--- config.mk ---
export PLATFORM = sky130hd
export DESIGN_NAME = shift_sequencer
export DESIGN_NICKNAME = d
export VERILOG_FILES = /design/src/rtl/shift_seq_pkg.sv /design/src/rtl/right_shift_register.sv /design/src/rtl/shift_sequencer.sv
export SDC_FILE = /design/constraint.sdc
export NUM_CORES = 1
export LEC_CHECK = 0
export ABC_AREA = 1
export BUFFER_PORTS_ARGS = -buffer_cell sky130_fd_sc_hd__buf_2
export CELL_PAD_IN_SITES_DETAIL_PLACEMENT = 2
export CELL_PAD_IN_SITES_GLOBAL_PLACEMENT = 2
export CORE_MARGIN = 10
export CORE_UTILIZATION = 33
export DETAILED_ROUTE_END_ITERATION = 8
export HOLD_SLACK_MARGIN = 0.15
export PLACE_DENSITY = 0.83
export SLEW_MARGIN = 40
export SYNTH_ARGS = -nofsm -noshare
export SYNTH_HDL_FRONTEND = slang
export SYNTH_SLANG_ARGS = --single-unit
--- constraint.sdc ---
create_clock -name clk -period 1.9 [get_ports clk]
set_input_delay 0.38 -clock clk [delete_from_list [all_inputs] [get_ports clk]]
set_output_delay 0.38 -clock clk [all_outputs]
set_load 0.01 [all_outputs]
--- src/rtl/shift_seq_pkg.sv ---
// Shared types and constants for the multi-bit shift sequencer.
package shift_seq_pkg;

    typedef enum logic [1:0] {
        IDLE    = 2'd0,
        SHIFT   = 2'd1,
        CAPTURE = 2'd2
    } seq_state_t;

    localparam logic MODE_ARITH = 1'b0;
    localparam logic MODE_LOGIC = 1'b1;

endpackage

--- src/rtl/right_shift_register.sv ---
// Single-bit right-shift register: one shift per enabled clock edge.
module right_shift_register
    import shift_seq_pkg::*;
#(
    parameter int WIDTH = 16
) (
    input  logic             clk,
    input  logic             en,
    input  logic             mode,
    input  logic [WIDTH-1:0] d,
    output logic [WIDTH-1:0] q
);

    logic fill;

    assign fill = (mode == MODE_LOGIC) ? 1'b0 : d[WIDTH-1];

    // No reset: contents are always reloaded before being observed.
    always_ff @(posedge clk) begin
        if (en) begin
            q <= {fill, d[WIDTH-1:1]};
        end
    end

endmodule

--- src/rtl/shift_sequencer.sv ---
// Variable-amount right shifter built by iterating a single-bit
// shift register under a start/ready, done-pulse handshake.
module shift_sequencer
    import shift_seq_pkg::*;
#(
    parameter int WIDTH = 16,
    parameter int CNT_W = $clog2(WIDTH + 1)
) (
    input  logic             clk,
    input  logic             rst_n,
    input  logic             start,
    input  logic [WIDTH-1:0] operand,
    input  logic [CNT_W-1:0] amount,
    input  logic             mode,
    output logic             ready,
    output logic             done,
    output logic [WIDTH-1:0] result
);

    localparam logic [CNT_W-1:0] MAX_AMT = CNT_W'(WIDTH);

    seq_state_t       state, state_d;
    logic [CNT_W-1:0] rem, rem_d;
    logic             first, first_d;
    logic [WIDTH-1:0] op_q, op_d;
    logic             mode_q, mode_d;
    logic [WIDTH-1:0] result_d;
    logic             done_d;
    logic [CNT_W-1:0] amt_clamp;
    logic             en;
    logic [WIDTH-1:0] reg_d, reg_q;

    assign amt_clamp = (amount > MAX_AMT) ? MAX_AMT : amount;

    // The register is seeded from the captured operand, then recirculates.
    assign reg_d = first ? op_q : reg_q;

    right_shift_register #(
        .WIDTH(WIDTH)
    ) u_dp (
        .clk (clk),
        .en  (en),
        .mode(mode_q),
        .d   (reg_d),
        .q   (reg_q)
    );

    always_ff @(posedge clk or negedge rst_n) begin
        if (!rst_n) begin
            state  <= IDLE;
            rem    <= '0;
            first  <= 1'b0;
            op_q   <= '0;
            mode_q <= 1'b0;
            result <= '0;
            done   <= 1'b0;
        end else begin
            state  <= state_d;
            rem    <= rem_d;
            first  <= first_d;
            op_q   <= op_d;
            mode_q <= mode_d;
            result <= result_d;
            done   <= done_d;
        end
    end

    always_comb begin
        state_d  = state;
        rem_d    = rem;
        first_d  = first;
        op_d     = op_q;
        mode_d   = mode_q;
        result_d = result;
        done_d   = 1'b0;
        ready    = 1'b0;
        en       = 1'b0;
        unique case (state)
            IDLE: begin
                ready = 1'b1;
                if (start) begin
                    op_d   = operand;
                    mode_d = mode;
                    rem_d  = amt_clamp;
                    if (amt_clamp == '0) begin
                        result_d = operand;
                        done_d   = 1'b1;
                    end else begin
                        state_d = SHIFT;
                        first_d = 1'b1;
                    end
                end
            end
            SHIFT: begin
                en      = 1'b1;
                first_d = 1'b0;
                rem_d   = rem - CNT_W'(1);
                if (rem == CNT_W'(1)) begin
                    state_d = CAPTURE;
                end
            end
            CAPTURE: begin
                result_d = reg_q;
                done_d   = 1'b1;
                state_d  = IDLE;
            end
            default: begin
                state_d = IDLE;
            end
        endcase
    end

endmodule

* Yosys cells after proc, flatten, opt, wreduce, memory -nomap -nowiden
Cells that the tools add are included.
** Word-level totals
- Input bits :: 25
- Flip-flop bits (word level) :: 58
- Output and inout bits :: 18
** Cells by class
- Reductions and logical operators :: 9
- Add/sub/neg operators :: 1
- Mux-type cells :: 19
- $lt $le $gt $ge :: 1
- Eq/ne operators :: 7
** Operators by type and width (count)
- 16-bit 2-to-1 mux :: 3
- 16-bit case mux with 2 select lines :: 1
- 5-bit 2-to-1 mux :: 2
- 5-bit case mux with 2 select lines :: 1
- 3-bit AND reduction :: 3
- 2-bit != test (second input constant) :: 4
- 1-bit 2-to-1 mux :: 6
- 2-bit 2-to-1 mux :: 3
- 5-bit by 1-bit equality test with 1-bit output (second input constant) :: 1
- 5-bit greater-than comparator (second input constant) :: 1
- 5-bit zero test :: 1
- 5-bit by 1-bit subtractor with 5-bit output (second input constant) :: 1
- 1-bit case mux with 2 select lines :: 2
- 2-bit case mux with 2 select lines :: 1
- 2-bit AND reduction :: 2
- 2-bit nonzero test :: 2
- 2-bit by 1-bit equality test with 1-bit output (second input constant) :: 1
- 2-bit equality test (second input constant) :: 1
- 2-bit zero test :: 1

* Logic depth before layout (Yosys ltp)
Gate-level depths: netlist of the first run.
- Depth in word-level cells :: 6
- Mapped depth :: 8
- Mapped depth without buffers :: 7

* Hierarchy
From an unflattened synthesis of the first run, not the netlist that was laid out.
** Second synthesis, totals
- Cell total of the unflattened synthesis :: 332
- Area, all modules :: 2859.0 um^2
** Modules (own cells, without submodules)
- shift_sequencer :: area each 2368.5 um^2, cells an instance 314, instances 1, seq. area each 1051.0 um^2
- right_shift_register :: area each 490.5 um^2, cells an instance 18, instances 1, seq. area each 480.5 um^2

* Worst setup path after synthesis of the first run
Ideal clock, no wire load.
- Path kind :: register to register
- Start :: register state[1]
- End :: register rem[1]
- Period minus slack after synthesis :: 1.756 ns
- Arrival :: 1.637 ns
- Slack :: 0.144 ns
- Path buffers :: 0
- Stages on the path, launching flop included :: 7
- Required time :: 1.780 ns
- Setup time :: 0.120 ns
- Cell sequence :: dfrtp_1 -> nor2_1 -> nand2_1 -> nand2_1 -> o21ai_0 -> o21ai_0 -> inv_1
** On the way
- Longest elaborated chain between the ends :: 3
** RTL lines
- from (decl) :: line shift_sequencer.sv:22 : seq_state_t state, state_d;
- from (signal assigned) :: line shift_sequencer.sv:58 : state <= state_d;
- 2-bit by 1-bit equality test with 1-bit output or 2-bit zero test (tied branches) :: line shift_sequencer.sv:78 : unique case (state)
- 2-bit nonzero test (no source line) or 2-bit != test (tied branches)
- 2-bit AND reduction (no source line)
- to (signal assigned) :: line shift_sequencer.sv:59 : rem <= rem_d;
- to (decl) :: line shift_sequencer.sv:23 : logic [CNT_W-1:0] rem, rem_d;
Several ways; a longest one is shown, not always the timed one.
A chain may end at the register's enable or synchronous reset.

* Final worst setup path of the first run
- Start :: register state[1]
- End :: output port ready
** On the way
- Longest elaborated chain between the ends :: 2
** RTL lines
- 2-bit zero test :: line shift_sequencer.sv:78
- 1-bit 2-to-1 mux :: line shift_sequencer.sv:78
- to (decl) :: line shift_sequencer.sv:15 : output logic ready,
Every way passes these cells.

==> key figures, run 1 <==
GRT
  – Congestion Overflow GR: 0
  – GRT Total Usage: roughly 15%
  – Number of global-route vias before repair: 2713
  – First-pass GRT wire length: 14600 um
  – Antenna violations before repair: 0
  – Largest net degree at the start of global routing: 39

Worst hold path
  – Worst hold path cell count: 3
  – Class of the worst hold path: in2reg
  – Hold path startpoint: operand[1]

Route
  – WL per Instance: 17.8 um
  – Routed vias: 2437
  – Detailed Route WL: 8590 um
  – Via density: 5.06
  – Drt pass-1 iters: 6
  – Initial drt markers: 65
  – Antenna Nets Post-Route: 0
  – Post-route DRC violation count: 0

Run
  – Max Cap Viol: 0

Floorplan
  – Rows: 33
  – Core Region: 0.00813 mm^2
  – Die ar.: 0.0123 mm^2
  – Width of the die: 111 um
  – Ports: 43
  – Die Span Y: about 110 um
  – Effective utilization at floorplan: 33.6%

STA
  – Rel. slew slack: between 70 and 80%
  – Slew Limit Fails: 0
  – Fin crit share: 94.1%
  – Fin Hold WS: about 0.28 ns
  – Period minus WS final: 1.79 ns
  – Clk_skew: ~0.0082 ns
  – Setup Viol. Count Final: 0
  – FMAX: approximately 560 MHz
  – Final setup TNS: 0 ns
  – Final-report hold violation count: 0
  – RSZ-0062 raised after global routing: false
  – Worst-Margin Slew: around 0.43 ns

Worst setup path
  – Critical R2R Launch: state[1]$_DFFE_PN0P_
  – CP startpoint: state[1]$_DFFE_PN0P_
  – Crit path max-delay family: flip-flops
  – Worst Path Max Fanout: 7
  – Crit-path slowest cell: dfrtp_1
  – Reg2reg setup slack: 0.36 ns
  – WP data required: 1.52 ns
  – Worst Path Buf+Inv: 2
  – Critical path type: reg2out
  – CP Capture Type: output port
  – Worst path arrival time: ~1.4 ns
  – WP depth: 3
  – Critical path launch point type: register
  – CP peak stage delay: 0.46 ns
  – Crit-path cells: nor2_4, buf_4, buf_2
  – Worst r2r path cells: 5

Yosys
  – EDFF count, synth: 16
  – Cells after Synth: 326
  – Post-Syn Area: 0.00273 mm^2
  – Most used flip-flop cell after synthesis: dfrtp_1
  – Synth top area share: between 30% and 40%
  – Mapped Nets: 353
  – Yosys warns: 0
  – Yosys reg bits: 57
  – Synth Area per Inst: ~8.4 um^2
  – Synth area leaders: dfrtp_1 38%, edfxtp_1 18%, nand2_1 15%
  – Post-synthesis sequential area ratio: 55.1%
  – Distinct cell type count after synthesis: 23
  – Ys async rst share: 71.9%
  – Yosys top cell by area: dfrtp_1

Pwr
  – Lkg Pwr: 0.00172 uW
  – Power per cell area: 1760 mW/mm^2
  – Maximum VDD drop: 449 uV
  – Design Power: 5800 uW

Place
  – PortBufs: 42
  – GPL Wtd Cong: 0.757
  – Hpwl dp: 6070 um

Final layout
  – # diodes: 0
  – Synth-to-layout area growth: 20.8%
  – Layout cell share with drive strength beyond 1: 19.9%
  – Nets@finish: around 400
  – Filler Cells Inserted: 965

Status
  – Outcome: completed

CTS
  – H-Tree Depth: 3
  – TritonCTS Buffers: 9
  – Clock Tree Buf Depth: 2
  – Root buffer cell: clkbuf_8
  – Clock-pin slew on the worst setup and hold paths: 0.07 ns
  – CTS Sinks: 57
  – Post-CTS setup buffers: 0
  – Skew-Pair Late Insertion Delay: roughly 0.36 ns
  – CTS tree: yes
[kinds of logic (layout without fill, tap and decap cells)]
| logic type | after synthesis | in the layout | share of synthesized area [%] |
|---|---|---|---|
| and+or+nand+nor | 180 | 180 | 28.6 |
| DFF | 57 | 57 | 55.1 |
| adders and majority gates | 2 | 2 | 0.916 |
| AOI/OAI and AO/OA | 39 | 39 | 7.65 |
| buffers and inverters | 48 | 99 | 7.74 |
[registers in the layout, summed over array words and instances, names as in the netlist]
name,count
done,1
first,1
mode_q,1
op_q,15
rem,5
result,16
state,2
u_dp.q,16
[path summary, 6_finish.rpt]
path / end
worst max-delay path: ready
worst min-delay path: op_q[1]$_DFFE_PN0P_
worst max register to register: result[10]$_DFFE_PN0P_
worst min register to register: op_q[13]$_DFFE_PN0P_
max in group asynchronous: op_q[4]$_DFFE_PN0P_
min in group asynchronous: rem[0]$_DFFE_PN0P_
[synthesized netlist by cell type, types with 2 or more instances]
library cell / count
nand2_1: 109
nand3_1: 59
dfrtp_1: 41
o21ai_0: 34
inv_1: 30
edfxtp_1: 16
buf_2: 7
nor2_1: 6
clkbuf_1: 5
buf_4: 2
buf_6: 2
ha_1: 2
nand2_2: 2
o21ai_1: 2
[metrics by stage]
stage | std cells | worst slack [ns] | instance area [um^2] | util, %
finish | 482 | 0.111 | 3300 | 40.6
detailed placement | 465 | 0.244 | 3060 | 37.6
CTS | 482 | 0.0986 | 3300 | 40.6
global placement | 465 | 0.377 | 3060 | 37.6
floorplan | 326 | 0.144 | 2730 | -
global route | 482 | 0.0571 | 3300 | 40.6
[metal layers]
| metal | track usage [%] | up-vias | wire [um] |
|---|---|---|---|
| met2 | 24.3 | 36 | 4280 |
| met3 | 3.68 | 12 | 356 |
| met1 | 17.1 | 1240 | 3770 |
| met4 | 6.25 | 0 | 174 |
| met5 | 0 | - | 0 |
| li1 | - | 1149 | - |
[layout by cell type (no fill, tap or decap), drive strengths merged]
cell         instances
a21boi               1
a21oi                1
buf                 51
bufinv               2
clkbuf               9
clkinv               2
clkinvlp             1
dfrtp               41
dlygate4sd3          1
edfxtp              16
ha                   2
inv                 33
nand2              112
nand3               60
nor2                 7
o21ai               37
or2                  1
[area by class of cell]
class / instances / area [um^2] / share of cell area (%)
flip-flops and latches: 57 / 1510 / 45.6
multi-input cells: 221 / 1020 / 30.9
repair buffers: 52 / 300 / 9.10
well taps: 105 / 131 / 3.98
clock buffers: 9 / 124 / 3.75
inverters: 31 / 116 / 3.53
clock inverters: 7 / 103 / 3.11
[timing repair]
item | in CTS | in global routing
resized for setup | 1 | 0
endpoints found under the hold margin | 14 | 0
hold buffers | 1 | 0
setup endpoints to repair | 1 | 0
[power breakdown]
part	switching, uW	internal (uW)
clock network	580	751
registers	339	1970
logic	1430	730
total	2350	3450
[tightest hold or removal path, cell delays in order]
cell     delay [ns]
buf_2          0.09
nand3_1        0.07
nand2_1        0.06
(Power assumes the default switching activity.)
==> inputs of run 2 (changes only) <==
- RECOVER_POWER: unset -> 100
==> key figures, run 2 (same netlist as run 1, synthesis figures left out) <==
CTS
  – Root buffer cell: clkbuf_8
  – TritonCTS Buffers: 9 (unchanged)
  – Post-CTS setup buffers: 0 (unchanged)
  – CTS Sinks: 57 (unchanged)
  – H-Tree Depth: 3 (unchanged)
  – Clock-pin slew on the worst setup and hold paths: 0.08 ns (about the same)
  – Clock Tree Buf Depth: 2 (unchanged)
  – CTS tree: yes
  – Skew-Pair Late Insertion Delay: 0.36 ns (about the same)

Final layout
  – Layout cell share with drive strength beyond 1: 14.3% (-5.6 points)
  – Synth-to-layout area growth: 19.1%
  – Fin cells: 482 (unchanged)
  – Biggest regs: result (16), u_dp.q (16), op_q (15)
  – Nets@finish: 399 (unchanged)
  – Most common cell after layout, fill and taps aside: nand2_1
  – Final Core Density: 40.0% (-0.57 points)
  – Commonest non-fill, non-tap cells in the layout: 110 x nand2_1, 59 x nand3_1, 41 x dfrtp_1
  – Finished Cell Area: 0.00325 mm^2 (-1.4%)
  – # diodes: 0 (unchanged)

Worst setup path
  – Critical path launch point type: register
  – Critical path type: reg2out
  – Crit-path slowest cell: dfrtp_1
  – WP data required: 1.52 ns (about the same)
  – Worst path arrival time: 1.39 ns (-0.02 ns)
  – CP Capture Type: output port
  – Worst Path Max Fanout: 7 (unchanged)
  – CP peak stage delay: 0.46 ns (about the same)
  – Crit-path cells: nor2_4, buf_4, clkbuf_2

STA
  – Setup Viol. Count Final: 0 (unchanged)
  – Fin crit share: 93.2% (-0.91 points)
  – Final setup TNS: 0 ns (unchanged)
  – FMAX: 565 MHz (+0.98%)
  – Rel. slew slack: 31.2% (-40 points)
  – Slew Limit Fails: 0 (unchanged)
  – RSZ-0062 raised after global routing: false
  – Final-report hold violation count: 0 (unchanged)
  – Worst-Margin Slew: 1.03 ns (+0.598 ns)
  – Period minus WS final: 1.77 ns (-0.0173 ns)
  – Clk_skew: 0.00808 ns (-0.000107 ns)

Floorplan
  – Die ar.: 0.0123 mm^2 (unchanged)
  – Core Region: 0.00813 mm^2 (unchanged)
  – Width of the die: 111 um (unchanged)
  – Die Span Y: 111 um (unchanged)
  – Effective utilization at floorplan: 33.6% (unchanged)
  – Ports: 43 (unchanged)
  – Rows: 33 (unchanged)

GRT
  – Antenna violations before repair: 0 (unchanged)
  – First-pass GRT wire length: 14600 um (unchanged)
  – Largest net degree at the start of global routing: 39 (unchanged)
  – GRT Total Usage: 14.5% (unchanged)
  – Congestion Overflow GR: 0 (unchanged)
  – Number of global-route vias before repair: 2713 (unchanged)

Route
  – Initial drt markers: 58 (-11%)
  – Post-route DRC violation count: 0 (unchanged)
  – Detailed Route WL: 8630 um (+0.43%)
  – WL per Instance: 17.9 um (+0.43%)
  – Via density: 5.06 (about the same)
  – Routed vias: 2439 (+0.082%)
  – Antenna Nets Post-Route: 0 (unchanged)
  – Drt pass-1 iters: 6 (unchanged)

Place
  – Dpl cells: 465 (unchanged)
  – Placed inst area: 0.00306 mm^2 (unchanged)
  – GPL Wtd Cong: 0.757 (unchanged)
  – PortBufs: 42 (unchanged)
  – Hpwl dp: 6070 um (unchanged)

Pwr
  – Maximum VDD drop: 450 uV (+0.18%)
  – Flop pwr share: 40.4% (+0.6 points)
  – Psw: 2350 uW (about the same)
  – Clock power frac: 23.2% (+0.3 points)
  – Comb power frac: 36.4% (-0.8 points)
  – Switch share: 41.0% (+0.49 points)
  – Lkg Pwr: 0.00165 uW (-4.0%)
  – Power per cell area: 1760 mW/mm^2 (+0.23%)
  – Design Power: 5740 uW (-1.2%)
  – P_int: 3390 uW (-2.0%)

Run
  – Max Cap Viol: 0 (unchanged)

Worst hold path
  – Class of the worst hold path: in2reg

Status
  – Outcome: completed
## run 2: power by group through the flow
stage	logic (uW)	registers [uW]	clock network, uW
CTS	2210	2320	1340
finish	2090	2320	1330
global route	2420	2410	1410
global placement	2020	2280	0
floorplan	1350	2300	0
detailed placement	2150	2320	0
## run 2: per-stage QoR
step / hold slack (ns) / setup slack [ns]
6_report: 0.274 / 0.129
3_5_place_dp: 0.343 / 0.244
5_1_grt: 0.276 / 0.0709
3_3_place_gp: 0.341 / 0.377
4_1_cts: 0.274 / 0.0986
2_1_floorplan: 0.0844 / 0.144
## run 2: routing by layer
metal  GRT usage (%)  vias to the layer above  share of wire [%]
met2            24.3                       39                 50
met4            6.25                        0                2.2
met3            3.68                       13                3.4
met5               0                        -                  0
met1            17.1                     1240                 45
li1                -                     1147                  -
## run 2: final timing paths
| path | startpoint | endpoint | slack, ns | cells past startpoint |
|---|---|---|---|---|
| max in group asynchronous | rst_n | op_q[4]$_DFFE_PN0P_ | 0.41 | 3 |
| setup reg to reg | state[1]$_DFFE_PN0P_ | result[10]$_DFFE_PN0P_ | 0.23 | 6 |
| min in group asynchronous | rst_n | rem[0]$_DFFE_PN0P_ | 0.71 | 2 |
| setup / recovery | state[1]$_DFFE_PN0P_ | ready | 0.13 | 3 |
| hold reg to reg | op_q[13]$_DFFE_PN0P_ | op_q[13]$_DFFE_PN0P_ | 0.48 | 2 |
| hold / removal | operand[9] | op_q[9]$_DFFE_PN0P_ | 0.27 | 3 |
## run 2: final cells by class
class / count / area, um^2
flip-flops and latches: 57 / 1510
repair buffers: 52 / 269
clock inverters: 7 / 103
well taps: 105 / 131
fillers: 952 / 4880
inverters: 31 / 116
clock buffers: 9 / 124
multi-input cells: 221 / 1000
## run 2: critical path: cells and delay by family, from the launching register on
kind | cells | cell delay, ns
flops | 1 | 0.46
buf+inv | 2 | 0.34
simple gates | 1 | 0.23
## run 2: what timing repair did
item / in CTS / in global routing
resized for setup: 1 / 0
hold buffers: 1 / 0
endpoints found under the hold margin: 14 / 0
setup endpoints to repair: 1 / 0
==> inputs of run 3 (changes only) <==
==> constraint.sdc (replaced) <==
create_clock -name clk -period 1.9 [get_ports clk]
set_input_delay 0.19 -clock clk [delete_from_list [all_inputs] [get_ports clk]]
set_output_delay 0.19 -clock clk [all_outputs]
set_load 0.01 [all_outputs]
==> key figures, run 3 (same netlist as run 1, synthesis figures left out) <==
Status
  – Outcome: completed

STA
  – Clk_skew: 0.00866 ns (+0.000579 ns)
  – Final setup TNS: 0 ns (unchanged)
  – Fin crit share: 91.8% (-1.4 points)
  – Worst-Margin Slew: 1.11 ns (+0.0751 ns)
  – Setup Viol. Count Final: 0 (unchanged)
  – Final-report hold violation count: 0 (unchanged)
  – Period minus WS final: 1.75 ns (-0.0264 ns)
  – FMAX: 573 MHz (+1.5%)
  – Slew Limit Fails: 0 (unchanged)
  – RSZ-0062 raised after global routing: false
  – Rel. slew slack: 26.2% (-5.0 points)

Worst setup path
  – Crit-path slowest cell: dfrtp_1
  – CP peak stage delay: 0.46 ns (about the same)
  – Worst path arrival time: 1.56 ns (+0.17 ns)
  – Crit-path cells: nor2_4, buf_4, buf_4, buf_2
  – Worst Path Max Fanout: 14 (+7)
  – Critical path launch point type: register
  – CP Capture Type: output port
  – Cell mode on critical path: buf_4
  – WP data required: 1.71 ns (+0.19 ns)
  – Critical path type: reg2out

Route
  – Antenna Nets Post-Route: 0 (unchanged)
  – Routed vias: 2500 (+2.5%)
  – Drt pass-1 iters: 4 (-2)
  – Initial drt markers: 102 (+76%)
  – Post-route DRC violation count: 0 (unchanged)
  – Detailed Route WL: 9220 um (+6.9%)
  – Via density: 5.00 (-1.2%)
  – WL per Instance: 18.4 um (+3.0%)

Place
  – Hpwl dp: 5880 um (-3.1%)
  – PortBufs: 42 (unchanged)
  – GPL Wtd Cong: 0.777 (+2.6%)

Floorplan
  – Effective utilization at floorplan: 33.6% (unchanged)
  – Width of the die: 111 um (unchanged)
  – Rows: 33 (unchanged)
  – Ports: 43 (unchanged)
  – Die ar.: 0.0123 mm^2 (unchanged)
  – Core Region: 0.00813 mm^2 (unchanged)
  – Die Span Y: 111 um (unchanged)

CTS
  – Clock-pin slew on the worst setup and hold paths: 0.06 ns (-0.02 ns)
  – H-Tree Depth: 3 (unchanged)
  – CTS tree: yes
  – Root buffer cell: clkbuf_8
  – Skew-Pair Late Insertion Delay: 0.34 ns (-0.02 ns)
  – TritonCTS Buffers: 9 (unchanged)
  – CTS Sinks: 57 (unchanged)
  – Clock Tree Buf Depth: 2 (unchanged)

Final layout
  – Layout cell share with drive strength beyond 1: 13.2% (-1.2 points)
  – Final Core Density: 41.2% (+1.2 points)
  – FF/Latch Area: 0.00151 mm^2 (unchanged)
  – Filler Cells Inserted: 930 (-2.3%)
  – Multi-input logic area: 0.00101 mm^2 (+1.0%)
  – Nets@finish: 417 (+4.5%)
  – Most common cell after layout, fill and taps aside: nand2_1
  – # diodes: 0 (unchanged)
  – Biggest regs: result (16), u_dp.q (16), op_q (15)
  – Synth-to-layout area growth: 22.8%
  – Commonest non-fill, non-tap cells in the layout: 109 x nand2_1, 59 x nand3_1, 41 x dfrtp_1

GRT
  – Antenna violations before repair: 0 (unchanged)
  – Largest net degree at the start of global routing: 42 (+7.7%)
  – Number of global-route vias before repair: 2919 (+7.6%)
  – GRT Total Usage: 15.1% (+0.59 points)
  – Congestion Overflow GR: 0 (unchanged)
  – First-pass GRT wire length: 15400 um (+5.4%)

Pwr
  – Maximum VDD drop: 456 uV (+1.5%)
  – Power per cell area: 1620 mW/mm^2 (-7.9%)
  – Lkg Pwr: 0.00168 uW (+2.2%)

Worst hold path
  – Class of the worst hold path: in2reg

Run
  – Max Cap Viol: 0 (unchanged)
## run 3: cell types whose count changed in the layout (fill, tap and decap cells not counted), sizes merged
| cell | previous run | this run |
|---|---|---|
| clkbuf | 31 | 36 |
| clkinvlp | 1 | 0 |
| dlygate4sd3 | 1 | 17 |
| bufinv | 2 | 0 |
| inv | 33 | 31 |
| clkinv | 2 | 4 |
## run 3: what timing repair did
action	4_1_cts	5_1_grt
gates resized for setup	0	1
buffers inserted	0	0
setup endpoints to repair	0	1
hold endpoints to repair	57	0
hold buffers	17	0
## run 3: metal layers
| layer | up-vias | routed length (um) | global-route usage (%) |
|---|---|---|---|
| met5 | - | 0 | 0 |
| met4 | 0 | 174 | 5.73 |
| met3 | 16 | 212 | 3.30 |
| met2 | 42 | 4640 | 25.7 |
| met1 | 1259 | 4190 | 18.1 |
| li1 | 1183 | - | - |
## run 3: worst paths after layout
kind,start,end,slack (ns),cells after the start
worst min register to register,op_q[14]$_DFFE_PN0P_,op_q[14]$_DFFE_PN0P_,0.48,2
max in group asynchronous,rst_n,state[1]$_DFFE_PN0P_,0.54,3
min in group asynchronous,rst_n,rem[1]$_DFFE_PN0P_,0.68,3
worst max register to register,state[0]$_DFFE_PN0P_,rem[1]$_DFFE_PN0P_,0.25,8
worst max-delay path,state[1]$_DFFE_PN0P_,ready,0.15,4
worst min-delay path,operand[0],result[0]$_DFFE_PN0P_,0.19,5
## run 3: area by class of cell
cell class	count	share of cell area (%)
clock buffer	12	4.03
clock inverter	4	0.597
inverter	31	3.47
multi-input combinational	221	30.2
sequential	57	44.9
tap	105	3.92
timing repair buffer	70	12.8
## run 3: worst max-delay path: cells and delay by family (launching register included)
kind,cells,cell delay (ns)
and+or+nand+nor,1,0.23
DFF,1,0.46
buffers and inverters,3,0.54
## run 3: metrics by stage
stage	cells	setup WS [ns]	area, um^2	hold WS (ns)	power (uW)
after global placement	467	0.410	3090	0.298	4350
final	500	0.155	3350	0.192	5440
after detailed placement	467	0.343	3090	0.309	4510
after floorplan	326	0.144	2730	-0.106	3650
after CTS	500	0.0552	3410	0.188	5560
after global routing	500	0.0679	3350	0.216	5960
## run 3: report_power, final
group	leakage [uW]	switching, uW	internal (uW)
Sequential	0.000666	321	1980
Combinational	0.000934	1530	678
Clock	0.0000839	474	465
Total	0.00168	2320	3120
